==> config.mk <==
export PLATFORM = sky130hd
export DESIGN_NAME = seg7_product_encoder
export DESIGN_NICKNAME = d
export VERILOG_FILES = /design/src/rtl/seg7_pkg.sv /design/src/rtl/seg7_digit_enc.sv /design/src/rtl/seg7_product_encoder.sv
export SDC_FILE = /design/constraint.sdc
export NUM_CORES = 1
export LEC_CHECK = 0
export BUFFER_PORTS_ARGS = -buffer_cell sky130_fd_sc_hd__buf_2
export CORE_MARGIN = 2
export CORE_UTILIZATION = 54
export CTS_CLUSTER_SIZE = 14
export DETAILED_ROUTE_END_ITERATION = 10
export GPL_TIMING_DRIVEN = 0
export PLACE_DENSITY = 0.77
export SLEW_MARGIN = 10
export SYNTH_ARGS = -nofsm -noshare
export SYNTH_HDL_FRONTEND = slang
export SYNTH_SLANG_ARGS = --single-unit
export TNS_END_PERCENT = 30
==> constraint.sdc <==
create_clock -name clk -period 2.7 [get_ports clk]
set_input_delay 0.675 -clock clk [delete_from_list [all_inputs] [get_ports clk]]
set_output_delay 0.675 -clock clk [all_outputs]
set_load 0.03 [all_outputs]
==> src/rtl/seg7_pkg.sv <==
// Shared seven-segment coding: digit codes, dash/blank, converter state enum.
// Latency: n/a (constants and a pure function).
// Backpressure: n/a.
package seg7_pkg;

    localparam int SEG_W = 7;

    // abcdefg, bit6 = a, active-high
    localparam logic [SEG_W-1:0] SEG_0     = 7'b1111110;
    localparam logic [SEG_W-1:0] SEG_1     = 7'b0110000;
    localparam logic [SEG_W-1:0] SEG_2     = 7'b1101101;
    localparam logic [SEG_W-1:0] SEG_3     = 7'b1111001;
    localparam logic [SEG_W-1:0] SEG_4     = 7'b0110011;
    localparam logic [SEG_W-1:0] SEG_5     = 7'b1011011;
    localparam logic [SEG_W-1:0] SEG_6     = 7'b1011111;
    localparam logic [SEG_W-1:0] SEG_7     = 7'b1110000;
    localparam logic [SEG_W-1:0] SEG_8     = 7'b1111111;
    localparam logic [SEG_W-1:0] SEG_9     = 7'b1111011;
    localparam logic [SEG_W-1:0] SEG_DASH  = 7'b0000001;
    localparam logic [SEG_W-1:0] SEG_BLANK = 7'b0000000;

    typedef enum logic [1:0] {IDLE, SHIFT, ENCODE, DONE} state_t;

    // BCD nibble to segment code; non-decimal nibbles show a dash
    function automatic logic [SEG_W-1:0] digit_code(input logic [3:0] d);
        logic [SEG_W-1:0] code;
        case (d)
            4'd0:    code = SEG_0;
            4'd1:    code = SEG_1;
            4'd2:    code = SEG_2;
            4'd3:    code = SEG_3;
            4'd4:    code = SEG_4;
            4'd5:    code = SEG_5;
            4'd6:    code = SEG_6;
            4'd7:    code = SEG_7;
            4'd8:    code = SEG_8;
            4'd9:    code = SEG_9;
            default: code = SEG_DASH;
        endcase
        return code;
    endfunction

endpackage

==> src/rtl/seg7_digit_enc.sv <==
// One BCD digit to seven-segment code, with forced-blank input.
// Latency: combinational.
// Backpressure: none.
module seg7_digit_enc
    import seg7_pkg::*;
(
    input  logic [3:0]       bcd,
    input  logic             blank,
    output logic [SEG_W-1:0] seg
);

    assign seg = blank ? SEG_BLANK : digit_code(bcd);

endmodule

==> src/rtl/seg7_product_encoder.sv <==
// Signed product to sign flag + DIGITS seven-segment codes via double-dabble; SEG7_BLANK_LEADING_EN blanks leading zeros.
// Latency: out_valid rises IN_W+2 clocks after the accept edge.
// Backpressure: result held in DONE until out_ready; in_ready only in IDLE.
module seg7_product_encoder
    import seg7_pkg::*;
#(
    parameter int IN_W   = 15,
    parameter int DIGITS = 4
)
(
    input  logic                    clk,
    input  logic                    rst,
    input  logic                    in_valid,
    output logic                    in_ready,
    input  logic [IN_W-1:0]         in_product,
    output logic                    out_valid,
    input  logic                    out_ready,
    output logic                    out_neg,
    output logic                    out_ovf,
    output logic [SEG_W*DIGITS-1:0] out_seg
);

    // one guard digit above the displayed ones catches |value| >= 10^DIGITS
    localparam int BCD_W = (DIGITS + 1) * 4;
    localparam int CNT_W = $clog2(IN_W + 1);

    state_t                    state;
    state_t                    state_nxt;
    logic                      neg;
    logic [IN_W-1:0]           mag;
    logic [BCD_W-1:0]          bcd;
    logic [BCD_W-1:0]          bcd_adj;
    logic [CNT_W-1:0]          count;
    logic                      accept;
    logic                      shift_done;
    logic                      ovf_now;
    logic [DIGITS-1:0]         blank;
    logic [SEG_W*DIGITS-1:0]   seg_dig;

    assign in_ready   = (state == IDLE) && !rst;
    assign accept     = in_valid && in_ready;
    assign out_valid  = (state == DONE);
    // count holds completed shifts; the cycle that sees IN_W hands over to ENCODE
    assign shift_done = (count == CNT_W'(IN_W));
    assign ovf_now    = (bcd[BCD_W-1 -: 4] != 4'd0);

    // state register
    always_ff @(posedge clk) begin
        if (rst) state <= IDLE;
        else     state <= state_nxt;
    end

    // next-state decode
    always_comb begin
        state_nxt = state;
        case (state)
            IDLE:    if (accept)               state_nxt = SHIFT;
            SHIFT:   if (shift_done)           state_nxt = ENCODE;
            ENCODE:                            state_nxt = DONE;
            DONE:    if (out_valid && out_ready) state_nxt = IDLE;
            default:                           state_nxt = IDLE;
        endcase
    end

    // add-3 correction on every nibble that would overflow decimal after the shift
    always_comb begin
        bcd_adj = bcd;
        for (int i = 0; i <= DIGITS; i++) begin
            if (bcd[i*4 +: 4] >= 4'd5) bcd_adj[i*4 +: 4] = bcd[i*4 +: 4] + 4'd3;
        end
    end

`ifdef SEG7_BLANK_LEADING_EN
    logic lead;
`endif

    // leading-zero blanking above the units digit (units always shows)
    always_comb begin
        blank = '0;
`ifdef SEG7_BLANK_LEADING_EN
        lead = 1'b1;
        for (int i = DIGITS - 1; i >= 1; i--) begin
            if (bcd[i*4 +: 4] != 4'd0) lead = 1'b0;
            blank[i] = lead;
        end
`endif
    end

    for (genvar g = 0; g < DIGITS; g++) begin : g_dig
        seg7_digit_enc u_enc (
            .bcd   (bcd[g*4 +: 4]),
            .blank (blank[g]),
            .seg   (seg_dig[g*SEG_W +: SEG_W])
        );
    end

    // conversion datapath and result registers
    always_ff @(posedge clk) begin
        if (rst) begin
            neg     <= 1'b0;
            mag     <= '0;
            bcd     <= '0;
            count   <= '0;
            out_neg <= 1'b0;
            out_ovf <= 1'b0;
            out_seg <= '0;
        end else begin
            case (state)
                IDLE: begin
                    if (accept) begin
                        neg   <= in_product[IN_W-1];
                        // -2^(IN_W-1) negates to itself, which reads correctly as unsigned
                        mag   <= in_product[IN_W-1] ? (~in_product + 1'b1) : in_product;
                        bcd   <= '0;
                        count <= '0;
                    end
                end
                SHIFT: begin
                    if (!shift_done) begin
                        {bcd, mag} <= {bcd_adj, mag} << 1;
                        count      <= count + 1'b1;
                    end
                end
                ENCODE: begin
                    out_neg <= neg;
                    out_ovf <= ovf_now;
                    out_seg <= ovf_now ? {DIGITS{SEG_DASH}} : seg_dig;
                end
                default: ;
            endcase
        end
    end

endmodule
# Yosys cells after proc, flatten, opt, wreduce, memory -nomap -nowiden
# Memories as Yosys holds them, arrays and structs flattened. A register that Yosys moved wholly into a read port is not among the register bits.
# Cells that the tools add are included.
# word_totals
regBits	72
mem_bits_ro	448
inputBits	19
out_inout_bits	32
word_cells	71
memories	4
# memory_table
name	depth	word_bits	read_ports	rd_ports_with_merged_regs	write_ports	line	rtl
(no name shown)	16	7	1	1	0	seg7_pkg.sv:27	case (d)
(no name shown)	16	7	1	1	0	seg7_pkg.sv:27	
(no name shown)	16	7	1	1	0	seg7_pkg.sv:27	
(no name shown)	16	7	1	1	0	seg7_pkg.sv:27	
# op_classes
n_addsub	7
n_lt_le_gt_ge	5
eq_ne	8
n_mux	28
bitwise	1
reduce_logical	10
# op_table
op	count
4-bit 2-to-1 mux	14
15-bit 2-to-1 mux	3
20-bit 2-to-1 mux	2
20-bit case mux with 2 select lines	1
15-bit case mux with 2 select lines	1
28-bit 2-to-1 mux	1
4-bit by 3-bit >= comparator with 1-bit output, second input constant	5
4-bit by 2-bit adder with 4-bit output, second input constant	4
15-bit by 1-bit adder with 15-bit output, second input constant	1
15-bit inverter	1
2-bit case mux with 4 select lines	1
4-bit case mux with 2 select lines	1
2-bit 2-to-1 mux	3
2-bit != test, second input constant	3
3-bit AND reduction	2
4-bit by 1-bit adder with 4-bit output, second input constant	1
2-bit equality test, second input constant	2
4-bit equality test, second input constant	1
4-bit nonzero test	1
3-bit by 2-bit adder with 3-bit output, second input constant	1
1-bit logical AND	3
3-bit 2-to-1 mux	1
2-bit by 1-bit equality test with 1-bit output, second input constant	1
2-bit logical NOT	1
other kinds (4)	4

# Logic depth before layout (Yosys ltp)
# depth
ltp_word	7
ltp_mapped	14
mapped_depth_nobuf	12

# Modules after synthesis
# A second synthesis with hierarchy kept.
# hier_totals
hier_cells	565
area_unflattened_um2	4496.8
# by_module_without_submodules
module	n_inst	cells_each	area_each_um2	seq_area_each_um2
seg7_product_encoder	1	433	3621.0	1441.4
seg7_digit_enc	4	33	219.0	0.0

# Worst setup path after synthesis
# OpenSTA, ideal clock, no wires.
# synth_timing
kind	register to register
startpoint	reg state[0]
endpoint	reg, netlist name g_dig[0].u_enc.seg[3]
setup_time_ps	87
t_arrival_ps	2546
required_ps	2613
path_slack_ps	67
stages_incl_launch_ff	13
path_buffers	4
period_less_slack_ps	2633
cell_sequence	dfxtp_1 > inv_1 > ha_1 > buf_2 > nand4bb_1 > clkbuf_1 > buf_4 > clkbuf_1 > nand3_1 > a21oi_1 > inv_1 > ha_1 > o31ai_1
# synth_between
elab_chain_cells	7
elab_cells_between_ends	11
classes_between	eq/ne (3); mux (3); reduce/logical (5)
# synth_rtl
element	line	rtl
start: declaration	seg7_product_encoder.sv:27	state_t state;
start signal: assignment	seg7_product_encoder.sv:50	else state <= state_nxt;
2-bit logical NOT	seg7_product_encoder.sv:40, seg7_product_encoder.sv:108	
1-bit logical AND	seg7_product_encoder.sv:40	assign in_ready = (state == IDLE) && !rst;
1-bit logical AND	seg7_product_encoder.sv:41	assign accept = in_valid && in_ready;
2-bit != test (no source line)	n/a	
3-bit AND reduction (no source line)	n/a	
4-bit 2-to-1 mux (no source line) (*) (2 in series)	n/a	
# Mark *: on every way between the ends. The rest lies on a longest branch, timed or not.
# A chain may end at the register's enable or synchronous reset.

# Worst setup path in the final report
# layout_timing
startpoint	reg count[0]
endpoint	reg, netlist name g_dig[1].u_enc.seg[2]
# layout_between
elab_chain_cells	5
# layout_rtl
element	line	rtl
start: declaration	seg7_product_encoder.sv:33	logic [CNT_W-1:0] count;
start signal: assignment	seg7_product_encoder.sv:121	count <= count + 1'b1;
4-bit equality test	seg7_product_encoder.sv:44	assign shift_done = (count == CNT_W'(IN_W));
2-bit != test (no source line)	n/a	
3-bit AND reduction (no source line)	n/a	
4-bit 2-to-1 mux (no source line) (2 in series)	n/a	
# Every way passes these cells.

==> reports/qor.yml <==
run_status: "finished, final reports clean"
rows: 35
syn-cell-area_sq_um: 5220
synth_cells: 599
synth-seq-area-share: 0.383
antenna_found_initial: 0
async_reset_ff_frac: 0
fmax_mhz: 380
setup_ws_ns: 0.0668
hp-class: "flip-flop to flip-flop"
report.power.total_mw: 4.33
finalCritPeriodShare: 0.975
path_max_fanout: 4
grt_pass1_vias: 4231
wl_mm: 12.1
slew-limit-headroom: 0.413
die_w_um: 102
ant_nets: 0
routedWlPerCell_um: 15.1
path_clk_slew_ns: 0.10
yosysWarningCount: 0
n_antenna_cell: 0
grt_pass1_wl_mm: 19.7
pre_cts_slack_ns: -0.610
ctsLongestPathBuffers: 2
finalInstanceArea_sq_um: 5990
ys.flop_type: "dfxtp_1"
critical_path.endpoint: "g_dig[1].u_enc.seg[2]"
overflow: 0
hold_viol_final: 0
cts.sinks: 100
report.final.slew_viol_count: 0
syn2layout_area_growth_pct: 14.6
utilization: 0.642
r2r_end: "g_dig[1].u_enc.seg[2]"
htree_levels: 3
num_vias: 4516
r2r.worst_path.cells: 12
nets: 732
clock_latency_ns: 0.37
start_kind: "flip-flop"
ys_seq_elements: 100
layoutNonFillerInstCount: 804
start_util: 0.560
cts_buffers: 9
clock-skew-final_ns: 0.00957
gp_congestion: 0.832
root_buffer: "clkbuf_8"
setup_viol: 0
grt_start_max_net_pins: 19
floorplan.die_area_sq_um: 10500
ys_top_cells_by_area: "dfxtp_1, ha_1, nor2_1"
drt-initial-drc-count: 291
avgSynthCellArea_sq_um: 8.72
p_leak_nw: 2.50
firstDrtPassIters: 5
synthTopCellsByCount: "dfxtp_1, nor2_1, a21oi_1"
ys_types: 62
min_period_ns: 2.63
grt.total_usage: 0.237
cts_tree: "done"
crit_required_ns: 2.97
r2r_start: "count[0]"
placed_cell_area_sq_um: 5630
ir_drop_v: 0.000531
yosysTopAreaCell: "dfxtp_1"
core_area_sq_um: 9330
critical_path.startpoint: "count[0]"
yosys.cell_count.top_type: "dfxtp_1"
power.density_nw_per_um2: 724
maxCapViolCount: 0
io_pins: 51
critPathCaptureType: "flip-flop"
synth-edff-count: 0
crit_arrival_ns: 2.91
hold_buffers: 0
fin_hold_ws_ns: 0.458
rsz0062_at_grt: "yes"
drc: 0
place_inst: 778
io_buffers: 50
synth_top_area_frac: 0.383
holdCritStartpoint: "g_dig[0].u_enc.seg[4]"
layout-drive-gt1-share: 0.194
die_y_um: 102
drt-vias-per-instance: 5.62
path_class: "flip-flop to flip-flop"
hpwl_mm: 8.81
r2r_slack_ns: 0.07
finalSetupTns_ns: 0
syn-num-nets: 660
worst_slew_pin_slew_ns: 0.881
==> placed cells by master (no fill, tap or decap), types with 4 or more instances in the layout <==
| master | n |
|---|---|
| xnor2_1 | 13 |
| nor3b_1 | 8 |
| dfxtp_1 | 98 |
| inv_2 | 5 |
| clkinv_4 | 4 |
| and3_4 | 4 |
| o31ai_1 | 11 |
| clkbuf_1 | 17 |
| and2_1 | 4 |
| buf_4 | 17 |
| nand2b_1 | 7 |
| nand2_1 | 25 |
| nand3_1 | 27 |
| a21o_1 | 5 |
| a31oi_1 | 6 |
| o221a_2 | 4 |
| mux2i_1 | 4 |
| clkbuf_8 | 9 |
| nor2_1 | 86 |
| a222oi_1 | 11 |
| o21ai_0 | 19 |
| a22oi_1 | 4 |
| buf_2 | 51 |
| and3_1 | 4 |
| a21oi_1 | 54 |
| nor3_1 | 6 |
| xor2_1 | 5 |
| inv_1 | 31 |
| ha_1 | 41 |
| nor2b_1 | 25 |
==> logic make-up (layout without fill, tap and decap cells) <==
| logic type | count (synthesis) | after routing | share of synthesized area |
|---|---|---|---|
| AND/OR/NAND/NOR | 209 | 209 | 0.198 |
| flip-flops | 100 | 100 | 0.383 |
| buffers and inverters | 67 | 143 | 0.0522 |
| XOR/XNOR | 18 | 18 | 0.0302 |
| multiplexers | 7 | 7 | 0.0163 |
| AO/OA/AOI/OAI | 156 | 156 | 0.219 |
| adder cells (fa/ha/maj) | 42 | 42 | 0.101 |
==> worst max-delay path, stage by stage (launching register included) <==
cell and delay [ns]:
dfxtp_1 0.35, ha_1 0.23, and3_2 0.26, a211oi_4 0.31, buf_4 0.16, buf_4 0.10
o21ai_1 0.11, a21oi_4 0.21, inv_2 0.08, ha_1 0.22, nor2_1 0.11, a21oi_1 0.06
a221o_1 0.35
==> layer usage <==
| layer | global-route usage | up-vias | wire length [um] | part of all wire |
|---|---|---|---|---|
| met1 | 0.305 | 2118 | 5510 | 0.45 |
| met4 | 0.0677 | 0 | 139 | 0.011 |
| li1 | - | 2236 | - | - |
| met5 | 0 | - | 0 | 0 |
| met3 | 0.0424 | 17 | 687 | 0.057 |
| met2 | 0.408 | 145 | 5790 | 0.48 |
==> power breakdown <==
group | leakage (nW) | internal (mW) | switching [mW]
combinational | 1.60 | 0.603 | 1.05
clock | 0.0933 | 0.350 | 0.559
sequential | 0.811 | 1.67 | 0.100
==> final cells by class <==
| class | instances | area [sq um] |
|---|---|---|
| Timing Repair Buffer | 62 | 340 |
| Buffer | 30 | 155 |
| Inverter | 36 | 135 |
| Clock inverter | 6 | 57.6 |
| Fill cell | 797 | 3340 |
| Clock buffer | 9 | 124 |
| Multi-Input combinational cell | 432 | 3010 |
| Sequential cell | 100 | 2000 |
| Tap cell | 129 | 161 |
==> timing repair <==
item | CTS | global route
setup buffers | 3 | 9
pin swaps | 2 | 3
gates resized for setup | 15 | 12
setup endpoints to repair | 25 | 19
==> worst min path at each step <==
stage	slack (ns)	to	cells past startpoint
6_report	0.46	out_seg[4]	2
5_1_grt	0.49	out_seg[2]	2
4_1_cts	0.46	out_seg[4]	2
3_5_place_dp	0.44	out_seg[11]	2
3_3_place_gp	0.44	out_seg[2]	2
2_1_floorplan	0.43	out_seg[25]	2
==> flip-flops by register name (all words and copies together), names as in the netlist <==
name / count
g_dig.u_enc.seg: 28
out_seg: 28
bcd: 20
mag: 15
count: 4
state: 2
neg: 1
out_neg: 1
out_ovf: 1
Note: power is estimated with default switching activity, not from simulation.
